[config.mk]
export PLATFORM = sky130hd
export DESIGN_NAME = cache_dm_param
export DESIGN_NICKNAME = d
export VERILOG_FILES = /design/src/rtl/cache_pkg.sv /design/src/rtl/cache_line_array.sv /design/src/rtl/cache_dm_param.sv
export SDC_FILE = /design/constraint.sdc
export NUM_CORES = 1
export LEC_CHECK = 0
export BUFFER_PORTS_ARGS = -buffer_cell sky130_fd_sc_hd__buf_4
export CAP_MARGIN = 20
export CORE_UTILIZATION = 45
export CTS_BUF_LIST = sky130_fd_sc_hd__clkbuf_4 sky130_fd_sc_hd__clkbuf_8
export DETAILED_ROUTE_END_ITERATION = 7
export PLACE_DENSITY = 0.61
export SKIP_CTS_REPAIR_TIMING = 1
export SYNTH_ARGS = -nofsm -noshare
export SYNTH_HDL_FRONTEND = slang
export SYNTH_SLANG_ARGS = --single-unit
[constraint.sdc]
create_clock -name CLK -period 9.4 [get_ports CLK]
set_input_delay 0.94 -clock CLK [delete_from_list [all_inputs] [get_ports CLK]]
set_output_delay 0.94 -clock CLK [all_outputs]
set_load 0.005 [all_outputs]
[src/rtl/cache_pkg.sv]
// Shared types and address helpers for the direct-mapped cache.
package cache_pkg;

    typedef enum logic [1:0] {
        IDLE     = 2'd0,
        MEM_RD   = 2'd1,
        MEM_WR   = 2'd2,
        FLUSHING = 2'd3
    } state_t;

    // Widest address the slice helpers accept; callers zero-extend into this.
    localparam int MAX_ADDR_W = 64;

    // Ceiling log2 for elaboration-time sizing of the index field.
    function automatic int clog2(input int n);
        int r;
        r = 0;
        for (int i = 0; i < 31; i++) begin
            if ((1 << i) < n) r = i + 1;
        end
        return r;
    endfunction

    // Line index: the low idx_w bits of the word address.
    function automatic logic [MAX_ADDR_W-1:0] addr_index(input logic [MAX_ADDR_W-1:0] addr,
                                                         input int idx_w);
        logic [MAX_ADDR_W-1:0] mask;
        mask = (64'd1 << idx_w) - 64'd1;
        return addr & mask;
    endfunction

    // Tag: everything above the index field.
    function automatic logic [MAX_ADDR_W-1:0] addr_tag(input logic [MAX_ADDR_W-1:0] addr,
                                                       input int idx_w);
        return addr >> idx_w;
    endfunction

endpackage

[src/rtl/cache_line_array.sv]
// Valid/tag/data storage: combinational read, one write port, per-line valid clear.
module cache_line_array #(
    parameter int LINES  = 16,
    parameter int IDX_W  = 4,
    parameter int TAG_W  = 28,
    parameter int DATA_W = 32
) (
    input  logic              clk,
    input  logic              rst,
    input  logic [IDX_W-1:0]  rd_idx,
    output logic              rd_valid,
    output logic [TAG_W-1:0]  rd_tag,
    output logic [DATA_W-1:0] rd_data,
    input  logic              wr_en,
    input  logic [IDX_W-1:0]  wr_idx,
    input  logic [TAG_W-1:0]  wr_tag,
    input  logic [DATA_W-1:0] wr_data,
    input  logic              clr_en,
    input  logic [IDX_W-1:0]  clr_idx
);

    logic [LINES-1:0]  valid_q;
    logic [LINES-1:0]  valid_d;
    logic [TAG_W-1:0]  tag_q  [LINES];
    logic [DATA_W-1:0] data_q [LINES];

    // Next valid vector: a write marks its line valid, a flush step clears one line.
    always_comb begin
        valid_d = valid_q;
        if (clr_en) valid_d[clr_idx] = 1'b0;
        if (wr_en)  valid_d[wr_idx]  = 1'b1;
    end

    // Valid bits drop asynchronously on reset so no stale line can ever hit.
    always_ff @(posedge clk or posedge rst) begin
        if (rst) valid_q <= '0;
        else     valid_q <= valid_d;
    end

    // Tag/data need no reset; they are qualified by valid.
    always_ff @(posedge clk) begin
        if (wr_en) begin
            tag_q[wr_idx]  <= wr_tag;
            data_q[wr_idx] <= wr_data;
        end
    end

    assign rd_valid = valid_q[rd_idx];
    assign rd_tag   = tag_q[rd_idx];
    assign rd_data  = data_q[rd_idx];

endmodule

[src/rtl/cache_dm_param.sv]
// Direct-mapped write-through, no-write-allocate cache with flush and hit/miss counters.
module cache_dm_param
    import cache_pkg::*;
#(
    parameter int ADDR_W = 32,
    parameter int DATA_W = 32,
    parameter int LINES  = 16,
    parameter int CNT_W  = 16
) (
    input  logic              CLK,
    input  logic              RST,
    input  logic              REQ,
    input  logic              WE,
    input  logic [ADDR_W-1:0] ADDR,
    input  logic [DATA_W-1:0] DIN,
    output logic [DATA_W-1:0] DOUT,
    output logic              RDY,
    output logic              BUSY,
    input  logic              FLUSH,
    output logic              MREQ,
    output logic              MWE,
    output logic [ADDR_W-1:0] MADDR,
    output logic [DATA_W-1:0] MDOUT,
    input  logic [DATA_W-1:0] MDIN,
    input  logic              MRDY,
    output logic [CNT_W-1:0]  HITS,
    output logic [CNT_W-1:0]  MISSES
);

    localparam int IDX_W = clog2(LINES);
    localparam int TAG_W = ADDR_W - IDX_W;

    function automatic logic [MAX_ADDR_W-1:0] widen(input logic [ADDR_W-1:0] a);
        logic [MAX_ADDR_W-1:0] w;
        w = '0;
        w[ADDR_W-1:0] = a;
        return w;
    endfunction

    state_t            state_q, state_d;
    logic [DATA_W-1:0] dout_q, dout_d;
    logic              rdy_q, rdy_d;
    logic              busy_q, busy_d;
    logic              mreq_q, mreq_d;
    logic              mwe_q, mwe_d;
    logic [ADDR_W-1:0] maddr_q, maddr_d;
    logic [DATA_W-1:0] mdout_q, mdout_d;
    logic [CNT_W-1:0]  hits_q, hits_d;
    logic [CNT_W-1:0]  misses_q, misses_d;
    logic [IDX_W-1:0]  cnt_q, cnt_d;

    logic [IDX_W-1:0]  idx_in, idx_lat;
    logic [TAG_W-1:0]  tag_in, tag_lat;
    logic              rd_valid;
    logic [TAG_W-1:0]  rd_tag;
    logic [DATA_W-1:0] rd_data;
    logic              hit;
    logic              wr_en;
    logic [IDX_W-1:0]  wr_idx;
    logic [TAG_W-1:0]  wr_tag;
    logic [DATA_W-1:0] wr_data;
    logic              clr_en;

    // Incoming request is looked up directly; MADDR doubles as the latched address for fills.
    assign idx_in  = IDX_W'(addr_index(widen(ADDR), IDX_W));
    assign tag_in  = TAG_W'(addr_tag(widen(ADDR), IDX_W));
    assign idx_lat = IDX_W'(addr_index(widen(maddr_q), IDX_W));
    assign tag_lat = TAG_W'(addr_tag(widen(maddr_q), IDX_W));
    assign hit     = rd_valid && (rd_tag == tag_in);

    cache_line_array #(
        .LINES (LINES),
        .IDX_W (IDX_W),
        .TAG_W (TAG_W),
        .DATA_W(DATA_W)
    ) u_lines (
        .clk     (CLK),
        .rst     (RST),
        .rd_idx  (idx_in),
        .rd_valid(rd_valid),
        .rd_tag  (rd_tag),
        .rd_data (rd_data),
        .wr_en   (wr_en),
        .wr_idx  (wr_idx),
        .wr_tag  (wr_tag),
        .wr_data (wr_data),
        .clr_en  (clr_en),
        .clr_idx (cnt_q)
    );

    // Next-state, line-array write control and output register inputs.
    always_comb begin
        state_d  = state_q;
        dout_d   = dout_q;
        rdy_d    = 1'b0;
        mreq_d   = mreq_q;
        mwe_d    = mwe_q;
        maddr_d  = maddr_q;
        mdout_d  = mdout_q;
        hits_d   = hits_q;
        misses_d = misses_q;
        cnt_d    = cnt_q;
        wr_en    = 1'b0;
        wr_idx   = idx_in;
        wr_tag   = tag_in;
        wr_data  = DIN;
        clr_en   = 1'b0;
        case (state_q)
            IDLE: begin
                if (FLUSH) begin
                    state_d = FLUSHING;
                    cnt_d   = '0;
                end else if (REQ) begin
                    if (WE) begin
                        // Store-hit updates the line now; a store miss does not allocate.
                        state_d = MEM_WR;
                        mreq_d  = 1'b1;
                        mwe_d   = 1'b1;
                        maddr_d = ADDR;
                        mdout_d = DIN;
                        wr_en   = hit;
                    end else if (hit) begin
                        rdy_d  = 1'b1;
                        dout_d = rd_data;
                        if (hits_q != {CNT_W{1'b1}}) hits_d = hits_q + 1'b1;
                    end else begin
                        state_d = MEM_RD;
                        mreq_d  = 1'b1;
                        mwe_d   = 1'b0;
                        maddr_d = ADDR;
                        if (misses_q != {CNT_W{1'b1}}) misses_d = misses_q + 1'b1;
                    end
                end
            end
            MEM_RD: begin
                if (MRDY) begin
                    wr_en   = 1'b1;
                    wr_idx  = idx_lat;
                    wr_tag  = tag_lat;
                    wr_data = MDIN;
                    dout_d  = MDIN;
                    rdy_d   = 1'b1;
                    mreq_d  = 1'b0;
                    state_d = IDLE;
                end
            end
            MEM_WR: begin
                if (MRDY) begin
                    rdy_d   = 1'b1;
                    mreq_d  = 1'b0;
                    state_d = IDLE;
                end
            end
            FLUSHING: begin
                clr_en = 1'b1;
                cnt_d  = cnt_q + 1'b1;
                if (cnt_q == {IDX_W{1'b1}}) begin
                    rdy_d   = 1'b1;
                    state_d = IDLE;
                end
            end
            default: state_d = IDLE;
        endcase
        busy_d = (state_d != IDLE);
    end

    // Registered state and outputs; reset abandons any memory transaction at once.
    always_ff @(posedge CLK or posedge RST) begin
        if (RST) begin
            state_q  <= IDLE;
            dout_q   <= '0;
            rdy_q    <= 1'b0;
            busy_q   <= 1'b0;
            mreq_q   <= 1'b0;
            mwe_q    <= 1'b0;
            maddr_q  <= '0;
            mdout_q  <= '0;
            hits_q   <= '0;
            misses_q <= '0;
            cnt_q    <= '0;
        end else begin
            state_q  <= state_d;
            dout_q   <= dout_d;
            rdy_q    <= rdy_d;
            busy_q   <= busy_d;
            mreq_q   <= mreq_d;
            mwe_q    <= mwe_d;
            maddr_q  <= maddr_d;
            mdout_q  <= mdout_d;
            hits_q   <= hits_d;
            misses_q <= misses_d;
            cnt_q    <= cnt_d;
        end
    end

    assign DOUT   = dout_q;
    assign RDY    = rdy_q;
    assign BUSY   = busy_q;
    assign MREQ   = mreq_q;
    assign MWE    = mwe_q;
    assign MADDR  = maddr_q;
    assign MDOUT  = mdout_q;
    assign HITS   = hits_q;
    assign MISSES = misses_q;

endmodule
---- Yosys cells after proc, flatten, opt, wreduce, memory -nomap -nowiden ----
Memory sizes are Yosys's and may differ from the RTL's.
Index checks and enable logic that the tools add are counted.
storage, ports and cells
  RAM bits ................................ 960
  memories kept ........................... 2
  bits of input ports ..................... 102
  flip-flop bits (word level) ............. 154
memory list
  name            words  bits a word  read ports  clocked after Yosys merged registers in  wr ports  line                    source
  u_lines.data_q  16     32           1           0                                        1         cache_line_array.sv:25  logic [DATA_W-1:0] data_q [LINES];
  u_lines.tag_q   16     28           1           0                                        1         cache_line_array.sv:24  logic [TAG_W-1:0] tag_q [LINES];
operators by class
  add/sub/neg operators ................... 3
  mux-type cells .......................... 53
  equal/unequal tests ..................... 16
  $lt $le $gt $ge ......................... 5
  reductions and logical operators ........ 16
  bitwise operators ....................... 6
operators by type and width
  kind                   count
  $mux 32                9
  $pmux 32 s2            1
  $mux 28                2
  $add 16x1->16 const B  2
  $mux 16                2
  $ne 16x16->1 const B   2
  $eq 28x28->1           1
  $mux 1                 22
  $reduce_and 6->1       3
  $and 16x16->16         1
  $not 16->16            1
  $or 16x16->16          1
  $lt 4x5->1 const B     3
  $ne 2x2->1 const B     7
  $mux 2                 6
  $mux 4                 3
  $demux 1 s4            2
  $ge 4x1->1 const B     2
  $pmux 4 s2             1
  $reduce_and 4->1       2
  $reduce_bool 2->1      4
  $pmux 2 s3             1
  $reduce_and 5->1       1
  $add 4x1->4 const B    1
  13 further kinds       19

---- Longest topological paths before layout ----
Gate-level depths: netlist of the first run.
  word-level depth ........................ 9
  depth in mapped cells ................... 15
  mapped depth without buffers ............ 9

---- Cells and area by module ----
Synthesis of the first run repeated with hierarchy kept, for this count alone.
unflattened totals
  cell total of the unflattened synthesis .. 2156
  area, all modules ....................... 44064.8 µm²
by module, submodules not included
  module            cells each  seq. area each (µm²)  instances  area each (µm²)
  cache_line_array  1556        29228.0               1          36709.0
  cache_dm_param    600         3453.3                1          7355.8

---- Worst setup path after synthesis of the first run ----
OpenSTA, ideal clock, no wires.
  path type ............................... input -> register
  start ................................... input ADDR[0]
  end ..................................... memory u_lines.data_q[8][0], enable pin
  setup slack ............................. 859 ps
  cell stages on the path ................. 12
  library setup time ...................... 561 ps
  arrival ................................. 7980 ps
  data required time ...................... 8839 ps
  cells stage by stage .................... buf_6 buf_6 mux4_2 xnor2_1 a2111oi_0 a311oi_1 a2111o_1 nor4_4 nand3b_4 or3_1 buf_2 o21ai_0
between the ends
  longest elaborated chain between the ends .. 9
RTL lines
  element                                      line                                          source
  start: declaration                           cache_dm_param.sv:14                          input logic [ADDR_W-1:0] ADDR,
  $mem_v2 16x28 or $bmux 1 s4 (tied branches)  --
  $eq 28x28->1 or $mux 1 (tied branches)       cache_dm_param.sv:69, cache_line_array.sv:48
  $logic_and 1x1->1                            cache_dm_param.sv:69                          assign hit = rd_valid && (rd_tag == tag_in);
  $mux 1                                       cache_dm_param.sv:114                         if (WE) begin
  $mux 1                                       cache_dm_param.sv:113                         end else if (REQ) begin
  $mux 1                                       cache_dm_param.sv:110                         if (FLUSH) begin
  $pmux 1 s2                                   cache_dm_param.sv:108                         case (state_q)
  $mux 1                                       cache_line_array.sv:42                        if (wr_en) begin
  $mux 1 (not written as such)                 cache_line_array.sv:44                        data_q[wr_idx] <= wr_data;
  end: declaration                             cache_line_array.sv:25
Several ways; a longest one is shown, not always the timed one. The select of a mux whose other input is x is not followed.

---- Final worst setup path of the first run ----
  start ................................... input ADDR[2]
  end ..................................... memory u_lines.data_q[5][1], enable pin
The elaborated chain is that of the path after synthesis.

==> results of run 1 <==
## flip-flops by register name, indices dropped and copies added, names as in the netlist
signal           flops
u_lines.data_q     512
u_lines.tag_q      448
DOUT                32
MADDR               32
MDOUT               32
HITS                16
MISSES              16
u_lines.valid_q     16
cnt_q                4
state_q              2
BUSY                 1
MREQ                 1
MWE                  1
RDY                  1
## stage by stage
stage	instances	setup slack, ps	cell area, sq um	hold WS [ps]
finish	4368	3124	52800	273.7
global route	4368	2878	52800	294.1
CTS	4361	3105	52760	263.1
detailed placement	4024	2231	49190	472.6
global placement	4022	2321	49150	479.2
floorplan	2499	858.8	45660	450.9
## synthesized netlist by cell type, drive strengths merged (5+ instances only)
library cell,count
o211ai,34
mux2i,109
nand2,247
a22oi,17
nand4,11
a22o,14
nand2b,29
inv,47
a211oi,5
clkbuf,59
o21ai,37
nor2b,17
o22ai,8
dfrtp,154
a221oi,6
xor2,23
nor3,20
nor4,13
buf,71
and3,21
nor2,30
mux2,87
or3,8
xnor2,30
a21oi,58
mux4,239
a21boi,6
nand3,39
ha,9
o221ai,18
nor3b,6
edfxtp,960
and2,7
## placed cells by master, fill, tap and decap left out, types with 6 or more instances in the layout
cell type,netlist,final
sky130_fd_sc_hd__buf_4,10,293
sky130_fd_sc_hd__nand4_1,11,11
sky130_fd_sc_hd__nand2_1,247,246
sky130_fd_sc_hd__xor2_1,23,23
sky130_fd_sc_hd__clkinvlp_4,0,6
sky130_fd_sc_hd__or3_1,7,7
sky130_fd_sc_hd__nand3_1,39,38
sky130_fd_sc_hd__dfrtp_1,154,154
sky130_fd_sc_hd__a22o_1,14,11
sky130_fd_sc_hd__o221ai_1,16,16
sky130_fd_sc_hd__inv_1,47,45
sky130_fd_sc_hd__clkinv_2,0,31
sky130_fd_sc_hd__o21ai_0,33,24
sky130_fd_sc_hd__ha_1,9,8
sky130_fd_sc_hd__a21boi_0,6,6
sky130_fd_sc_hd__mux2i_1,109,109
sky130_fd_sc_hd__and3_1,21,21
sky130_fd_sc_hd__nand2b_1,29,29
sky130_fd_sc_hd__a22oi_1,17,17
sky130_fd_sc_hd__mux2_4,24,24
sky130_fd_sc_hd__clkbuf_4,0,58
sky130_fd_sc_hd__clkbuf_8,0,195
sky130_fd_sc_hd__mux2_2,58,58
sky130_fd_sc_hd__nor2_1,29,29
sky130_fd_sc_hd__o211ai_1,31,31
sky130_fd_sc_hd__clkinv_1,1,42
sky130_fd_sc_hd__nor3b_1,6,6
sky130_fd_sc_hd__o21ai_4,0,8
sky130_fd_sc_hd__edfxtp_1,960,960
sky130_fd_sc_hd__a21oi_1,56,55
sky130_fd_sc_hd__nor4_1,11,11
sky130_fd_sc_hd__xnor2_1,30,30
sky130_fd_sc_hd__nor2b_1,17,17
sky130_fd_sc_hd__mux4_2,238,238
sky130_fd_sc_hd__o22ai_1,7,7
sky130_fd_sc_hd__nor3_1,20,20
sky130_fd_sc_hd__a221oi_1,6,6
## final cells by class
type	count	area, sq um
inverter	48	186.4
sequential	1114	32680
fill	7975	47490
tap	1357	1698
antenna	3	7.507
clock inverter	86	481.7
multi-input combinational	1207	12300
timing repair buffer	302	2346
clock buffer	251	3092
## where the power goes
| group | switching (W) | total, W | internal [W] |
|---|---|---|---|
| logic | 0.00135 | 0.00227 | 0.000913 |
| clock network | 0.00194 | 0.00411 | 0.00217 |
| registers | 0.000239 | 0.00633 | 0.00609 |
| total | 0.00353 | 0.0127 | 0.00917 |
## cells by family (layout without fill, tap and decap cells)
group,after synthesis,count (layout)
flops,1114,1114
simple gates,464,464
mux,435,435
compound gates,246,246
buf+inv,178,687
xor+xnor,53,53
fa+ha+maj,9,9
other cells,0,3
## per-layer routing
layer	routed length (um)	part of all wire [%]	up-vias	global-route usage (%)
met4	2637	2.2	0	7.517
met5	0	0	-	0
li1	-	-	10740	-
met2	57500	49	1086	36.98
met3	8541	7.3	185	4.641
met1	48880	42	13210	31.50
## how the worst max path moves through the flow
| stage | start | end | slack [ps] | cells past startpoint |
|---|---|---|---|---|
| finish | ADDR[2] | u_lines.data_q[5][1] | 3120 | 12 |
| global route | ADDR[0] | u_lines.data_q[5][1] | 2880 | 12 |
| CTS | ADDR[2] | u_lines.data_q[5][3] | 3100 | 12 |
| detailed placement | ADDR[2] | u_lines.data_q[5][1] | 2230 | 12 |
| global placement | ADDR[2] | u_lines.data_q[5][3] | 2320 | 12 |
| floorplan | ADDR[0] | u_lines.data_q[8][0] | 860 | 12 |
==> impl_summary.log, run 1 <==
INFO  metric grt_first_pass_wirelength = ~170,000 um
INFO  metric place.port_buffers = between 200 and 250
INFO  metric worst_path_max_delay_cell = sky130_fd_sc_hd__o21ai_4
INFO  metric ys_seq_elements = approximately 1,100
INFO  metric route.detailed.wl_per_inst = between 20 and 30 um
INFO  metric period_minus_slack = between 6000 and 7000 ps
INFO  metric clock-sinks = between 1,000 and 1,500
INFO  metric final_max_slew_violation_count = 0
INFO  metric firstDrtPassIters = 6
INFO  metric final.setup_skew = roughly 40 ps
INFO  metric worstPathMaxFanout = 86
INFO  metric crit_required = 9870 ps
INFO  metric critical_path.most_common_cell = sky130_fd_sc_hd__buf_4
INFO  metric timing.setup.critical_path_class = primary input to register
INFO  metric clk_root_buffer_cell = sky130_fd_sc_hd__clkbuf_8
INFO  metric yosys.area_share.xor_xnor = under 10%
INFO  metric floorplan.die.width = roughly 320 um
INFO  metric timing.critical_path.from_type = primary input
INFO  metric synth_adder_area_share = 0.2466%
INFO  metric synth_top_area_cell = sky130_fd_sc_hd__edfxtp_1
INFO  metric dr_vias = 25,220
INFO  metric timing.rr.start = u_lines.tag_q[15][5]
INFO  metric synthDominantCellAreaShare = 63.13%
INFO  metric ys_types = 80
INFO  metric simple_logic_cell_fraction_of_the_synthesized_area = approximately 4.9%
INFO  metric run_status = completed
INFO  metric dominant_combinational_cell_family_by_area_after_synthesis = multiplexers
INFO  metric hold_class = primary input to async pin
INFO  metric worstReg2RegEnd = u_lines.data_q[5][1]
INFO  metric largest_net_degree_at_the_start_of_global_routing = 90
INFO  metric num_rows = 116
INFO  metric synth_top_cells_by_area = sky130_fd_sc_hd__edfxtp_1 63%, sky130_fd_sc_hd__mux4_2 12%, sky130_fd_sc_hd__dfrtp_1 8.4%
INFO  metric measured_slew_at_the_worst_slew_check_pin = 1057 ps
INFO  metric routed_wl = approximately 120,000 um
INFO  metric finalPower = between 0.01 and 0.015 W
INFO  metric asyncSetResetFlopFracSynth = about 14%
INFO  metric synth-compound-area-share = between 3 and 4%
INFO  metric path_buf_inv = 3
INFO  metric number_of_nets_in_the_finished_design = between 2,000 and 3,000
INFO  metric boundaryPins = between 200 and 250
INFO  metric maxSlewHeadroom = slightly below 30%
INFO  metric synth.yosys.seq_area_share = 71.57%
INFO  metric floorplan.die.height = 320.6 um
INFO  metric floorplan.core_area = between 100,000 and 150,000 sq um
INFO  metric grt_overflow_total = 0
INFO  metric grt_pass1_vias = between 20,000 and 30,000
INFO  metric total_leakage_power = around 19 nW
INFO  metric layout.core_utilization = between 50 and 60%
INFO  metric clock_insertion_delay_worst_skew = about 860 ps
INFO  metric synthToLayoutAreaGrowth = 15.62%
INFO  metric number_of_flops_mapped_to_enable_cells_by_yosys = 960
INFO  metric cp_data_arrival_time = 6740 ps
INFO  metric synth.net_count = approximately 2,600
INFO  metric timing.reg2reg.worst_path_depth = 10
INFO  metric layout-drive-gt1-share = between 30% and 40%
INFO  metric antenna_violating_nets_post_route = 0
INFO  metric delay_of_the_slowest_critical_path_stage = just under 800 ps
INFO  metric antenna_found_initial = 4
INFO  metric end_kind = register
INFO  metric clock_tree.buffer_depth = 3
INFO  metric cp_top_family = buffers and inverters
INFO  metric finalSetupViolations = 0
INFO  metric maximum_vdd_drop = roughly 0.00013 V
INFO  metric fp.dieArea = a little over 100,000 sq um
INFO  metric period_share = 66.76%
INFO  metric cts-buffers-inserted = between 150 and 200
INFO  metric hpwl = roughly 70,000 um
INFO  metric timing.fmax = around 160 MHz
INFO  metric reg2reg_setup_slack = ~3900 ps
INFO  metric globalplace.congestion = roughly 0.86
INFO  metric track_usage = between 20% and 30%
INFO  metric synth.area.mux_share = between 10% and 20%
INFO  metric synth.cell_area = around 46,000 sq um
INFO  metric power.density_cell_area = 240.6 nW/um^2
INFO  metric synthesized_netlist_cell_count = about 2,500
INFO  metric clkTransAtPathRegs = ~60 ps
INFO  metric post_drt_via_cell_ratio = between 5 and 6
INFO  metric start_util = between 40% and 50%
INFO  metric drv.max_cap_violation_count = 0
INFO  metric tritoncts = yes
INFO  metric yosys_warnings = 0
INFO  metric finalHoldViolCount = 0
INFO  metric synthFlopType = sky130_fd_sc_hd__edfxtp_1
INFO  metric grt_setup_unrepaired = false
INFO  metric drt_drc_violations_left = 0
INFO  metric detailedRoute.firstIterationViolations = 2,543
INFO  metric synthesis.area_per_instance = 18.27 sq um
INFO  metric htreeDepth = 4
INFO  metric crit_path_cell_trace = clkbuf_8, buf_4, mux4_2, a2bb2oi_1, a21oi_2, xnor2_1, a2111o_1, nor4_4, nand3b_4, or4_4, o21ai_4, buf_4
INFO  metric finalSetupTns = 0 ps
(Power assumes the default switching activity.)
==> inputs of run 2 (changes only) <==
- clock period: 9.4 -> 5.9 ns (I/O delays scaled with it)
==> run 2 against run 1 <==
  * Non-clock buffer count is 59 higher
  * Clock skew is 21 ps higher
  * Sequential power is 60% higher
  * Power is 61% higher
  * Critical path type unchanged
  * Critical endpoint is now u_lines.tag_q[8][23]
  * Largest cell class unchanged
  * Largest power group unchanged
  * Highest routed layer unchanged
==> impl_summary.log, run 2 (same netlist as run 1, synthesis figures left out) <==
INFO  metric worstReg2RegEnd = u_lines.tag_q[8][23]
INFO  metric maxSlewHeadroom = 25.07% (-4.1 points)
INFO  metric met3_wirelength = 7508 um (-12%)
INFO  metric cts-buffers-inserted = 179 (-1.1%)
INFO  metric clkTransAtPathRegs = 70 ps (about the same)
INFO  metric hpwl = 71,070 um (+2.0%)
INFO  metric dr.max_layer_used = met4
INFO  metric end_kind = register
INFO  metric final_common_cell = sky130_fd_sc_hd__edfxtp_1
INFO  metric start_util = 45.53% (unchanged)
INFO  metric finalPower = 0.02048 W (+61%)
INFO  metric max_flop_register = u_lines.data_q
INFO  metric clock_insertion_delay_worst_skew = 860 ps (about the same)
INFO  metric finalHoldViolCount = 0 (unchanged)
INFO  metric timing.fmax = ~210 MHz
INFO  metric clock_tree.buffer_depth = 3 (unchanged)
INFO  metric num_rows = 116 (unchanged)
INFO  metric antenna_found_initial = 2 (-2)
INFO  metric floorplan.die.height = 320.6 um (unchanged)
INFO  metric met2RoutedLength = 57,060 um (-0.76%)
INFO  metric cp_data_arrival_time = 5230 ps (-1510 ps)
INFO  metric routed_wl = 117,400 um (-0.12%)
INFO  metric grt_pass1_vias = 25,980 (-1.6%)
INFO  metric hold_class = primary input to register
INFO  metric largest_net_degree_at_the_start_of_global_routing = 60 (-33%)
INFO  metric worst_path_max_delay_cell = sky130_fd_sc_hd__or3_1
INFO  metric tritoncts = yes
INFO  metric grt_setup_unrepaired = false
INFO  metric final.setup_skew = 60.84 ps (+20.85 ps)
INFO  metric hold_path.startpoint = MDIN[20]
INFO  metric globalplace.congestion = 0.8813 (+2.7%)
INFO  metric timing.setup.critical_path_class = primary input to register
INFO  metric final.fill_count = 7,831 (-1.8%)
INFO  metric worst_setup_path_startpoint = ADDR[2]
INFO  metric antenna_violating_nets_post_route = 0 (unchanged)
INFO  metric clock-sinks = 1,114 (unchanged)
INFO  metric period_share = 80.22%
INFO  metric dr_vias = 25,340 (+0.46%)
INFO  metric critical_path.most_common_cell = sky130_fd_sc_hd__buf_4
INFO  metric final_max_slew_violation_count = 0 (unchanged)
INFO  metric delay_of_the_slowest_critical_path_stage = 670 ps (-110 ps)
INFO  metric grt_overflow_total = 0 (unchanged)
INFO  metric htreeDepth = 4 (unchanged)
INFO  metric cp_top_family = buffers and inverters
INFO  metric path_buf_inv = 3 (unchanged)
INFO  metric track_usage = 22.94% (-0.057 points)
INFO  metric fin_ws = 1167 ps (-1957 ps)
INFO  metric timing.reg2reg.worst_path_depth = 10 (unchanged)
INFO  metric synthToLayoutAreaGrowth = 17.56%
INFO  metric largest_register_ff_count = 512 (unchanged)
INFO  metric crit_required = 6400 ps (-3470 ps)
INFO  metric worstPathMaxFanout = 58 (-33%)
INFO  metric finalSetupViolations = 0 (unchanged)
INFO  metric layout.cells.most_common_list = 960 x sky130_fd_sc_hd__edfxtp_1, 298 x sky130_fd_sc_hd__buf_4, 246 x sky130_fd_sc_hd__nand2_1
INFO  metric timing.rr.start = u_lines.tag_q[14][5]
INFO  metric crit_path_cell_trace = clkbuf_8, buf_4, mux4_2, mux2i_1, xor2_1, a31oi_1, nor3b_1, and4_1, nand3b_4, or3_1, o21ai_4, buf_4
INFO  metric route.detailed.wl_per_inst = 26.58 um (-1.2%)
INFO  metric power.density_cell_area = 381.4 nW/um^2 (+59%)
INFO  metric floorplan.die.width = 320.6 um (unchanged)
INFO  metric floorplan.core_area = 100,300 sq um (unchanged)
INFO  metric total_leakage_power = 19.08 nW (+2.0%)
INFO  metric fp.dieArea = 102,800 sq um (unchanged)
INFO  metric crit_end = u_lines.tag_q[8][23]
INFO  metric drv.max_cap_violation_count = 0 (unchanged)
INFO  metric measured_slew_at_the_worst_slew_check_pin = 1124 ps (+66.79 ps)
INFO  metric clk_root_buffer_cell = sky130_fd_sc_hd__clkbuf_8
INFO  metric place.port_buffers = 233 (unchanged)
INFO  metric top_regs = u_lines.data_q x512, u_lines.tag_q x448
INFO  metric numPlacedInstances = 4,043 (+0.47%)
INFO  metric pre_cts_slack = 325.1 ps (-1906 ps)
INFO  metric layout-drive-gt1-share = 32.20% (+0.29 points)
INFO  metric post_drt_via_cell_ratio = 5.734 (-0.68%)
INFO  metric firstDrtPassIters = 5 (-1)
INFO  metric timing.critical_path.from_type = primary input
INFO  metric reg2reg_setup_slack = 1170 ps (-2760 ps)
INFO  metric period_minus_slack = between 4000 and 5000 ps
INFO  metric wirelength_met1 = 49,720 um (+1.7%)
INFO  metric maximum_vdd_drop = 0.0002186 V (+66%)
INFO  metric grt_first_pass_wirelength = 172,400 um (-0.33%)
INFO  metric boundaryPins = 234 (unchanged)
INFO  metric detailedRoute.firstIterationViolations = 2,694 (+5.9%)
INFO  metric run_status = completed
INFO  metric number_of_nets_in_the_finished_design = 3,022 (+1.9%)
INFO  metric drt_drc_violations_left = 0 (unchanged)
INFO  metric fin_cells = 4,418 (+1.1%)
INFO  metric worst-path-stages = 12 (unchanged)
-- run 2: where the power goes --
part / total [W] / switching, W / internal (W)
Sequential: 0.0101 / 0.000382 / 0.00970
Clock: 0.00680 / 0.00306 / 0.00374
Combinational: 0.00359 / 0.00212 / 0.00148
-- run 2: final cells by class --
cell class	instances	area [sq um]	area share, %
Sequential cell	1114	32680	60.88
Multi-Input combinational cell	1207	12300	22.92
Clock buffer	267	3268	6.088
Timing Repair Buffer	361	3078	5.734
Tap cell	1357	1698	3.163
Clock inverter	62	460.4	0.8577
Inverter	48	186.4	0.3473
Antenna cell	2	5.005	0.009323
-- run 2: how the worst min path moves through the flow --
stage                         end  slack [ps]  cells past startpoint
6_report                 DOUT[20]          30                      3
5_1_grt                 MADDR[25]           1                      2
4_1_cts                      BUSY        -240                      2
3_5_place_dp   u_lines.valid_q[6]         470                      2
3_3_place_gp   u_lines.valid_q[0]         480                      2
2_1_floorplan  u_lines.valid_q[7]         450                      2
-- run 2: through the flow --
step	hold WS, ps	instance area (sq um)	utilization [%]	setup TNS [ps]
CTS	-238.2	53220	53.07	0
finish	33.48	53680	53.53	0
global route	1.073	53680	53.53	0
detailed placement	470.5	49500	49.35	0
global placement	475.2	49500	49.35	0
floorplan	450.9	45690	-	-87980
-- run 2: routing by layer --
layer | up-vias | global-route usage [%]
li1 | 10860 | -
met1 | 13300 | 32.09
met2 | 983 | 36.55
met3 | 193 | 3.833
met4 | 0 | 7.953
met5 | - | 0
-- run 2: worst register-to-register path: stages, from the launching register on --
cell                        delay [ps]
sky130_fd_sc_hd__edfxtp_1          370
sky130_fd_sc_hd__mux4_2            490
sky130_fd_sc_hd__xnor2_1           150
sky130_fd_sc_hd__a2111oi_0         410
sky130_fd_sc_hd__a311oi_1          170
sky130_fd_sc_hd__a2111o_1          470
sky130_fd_sc_hd__nor4_4            430
sky130_fd_sc_hd__nand3b_4          160
sky130_fd_sc_hd__or3_1             670
sky130_fd_sc_hd__o21ai_4           660
sky130_fd_sc_hd__buf_4             380
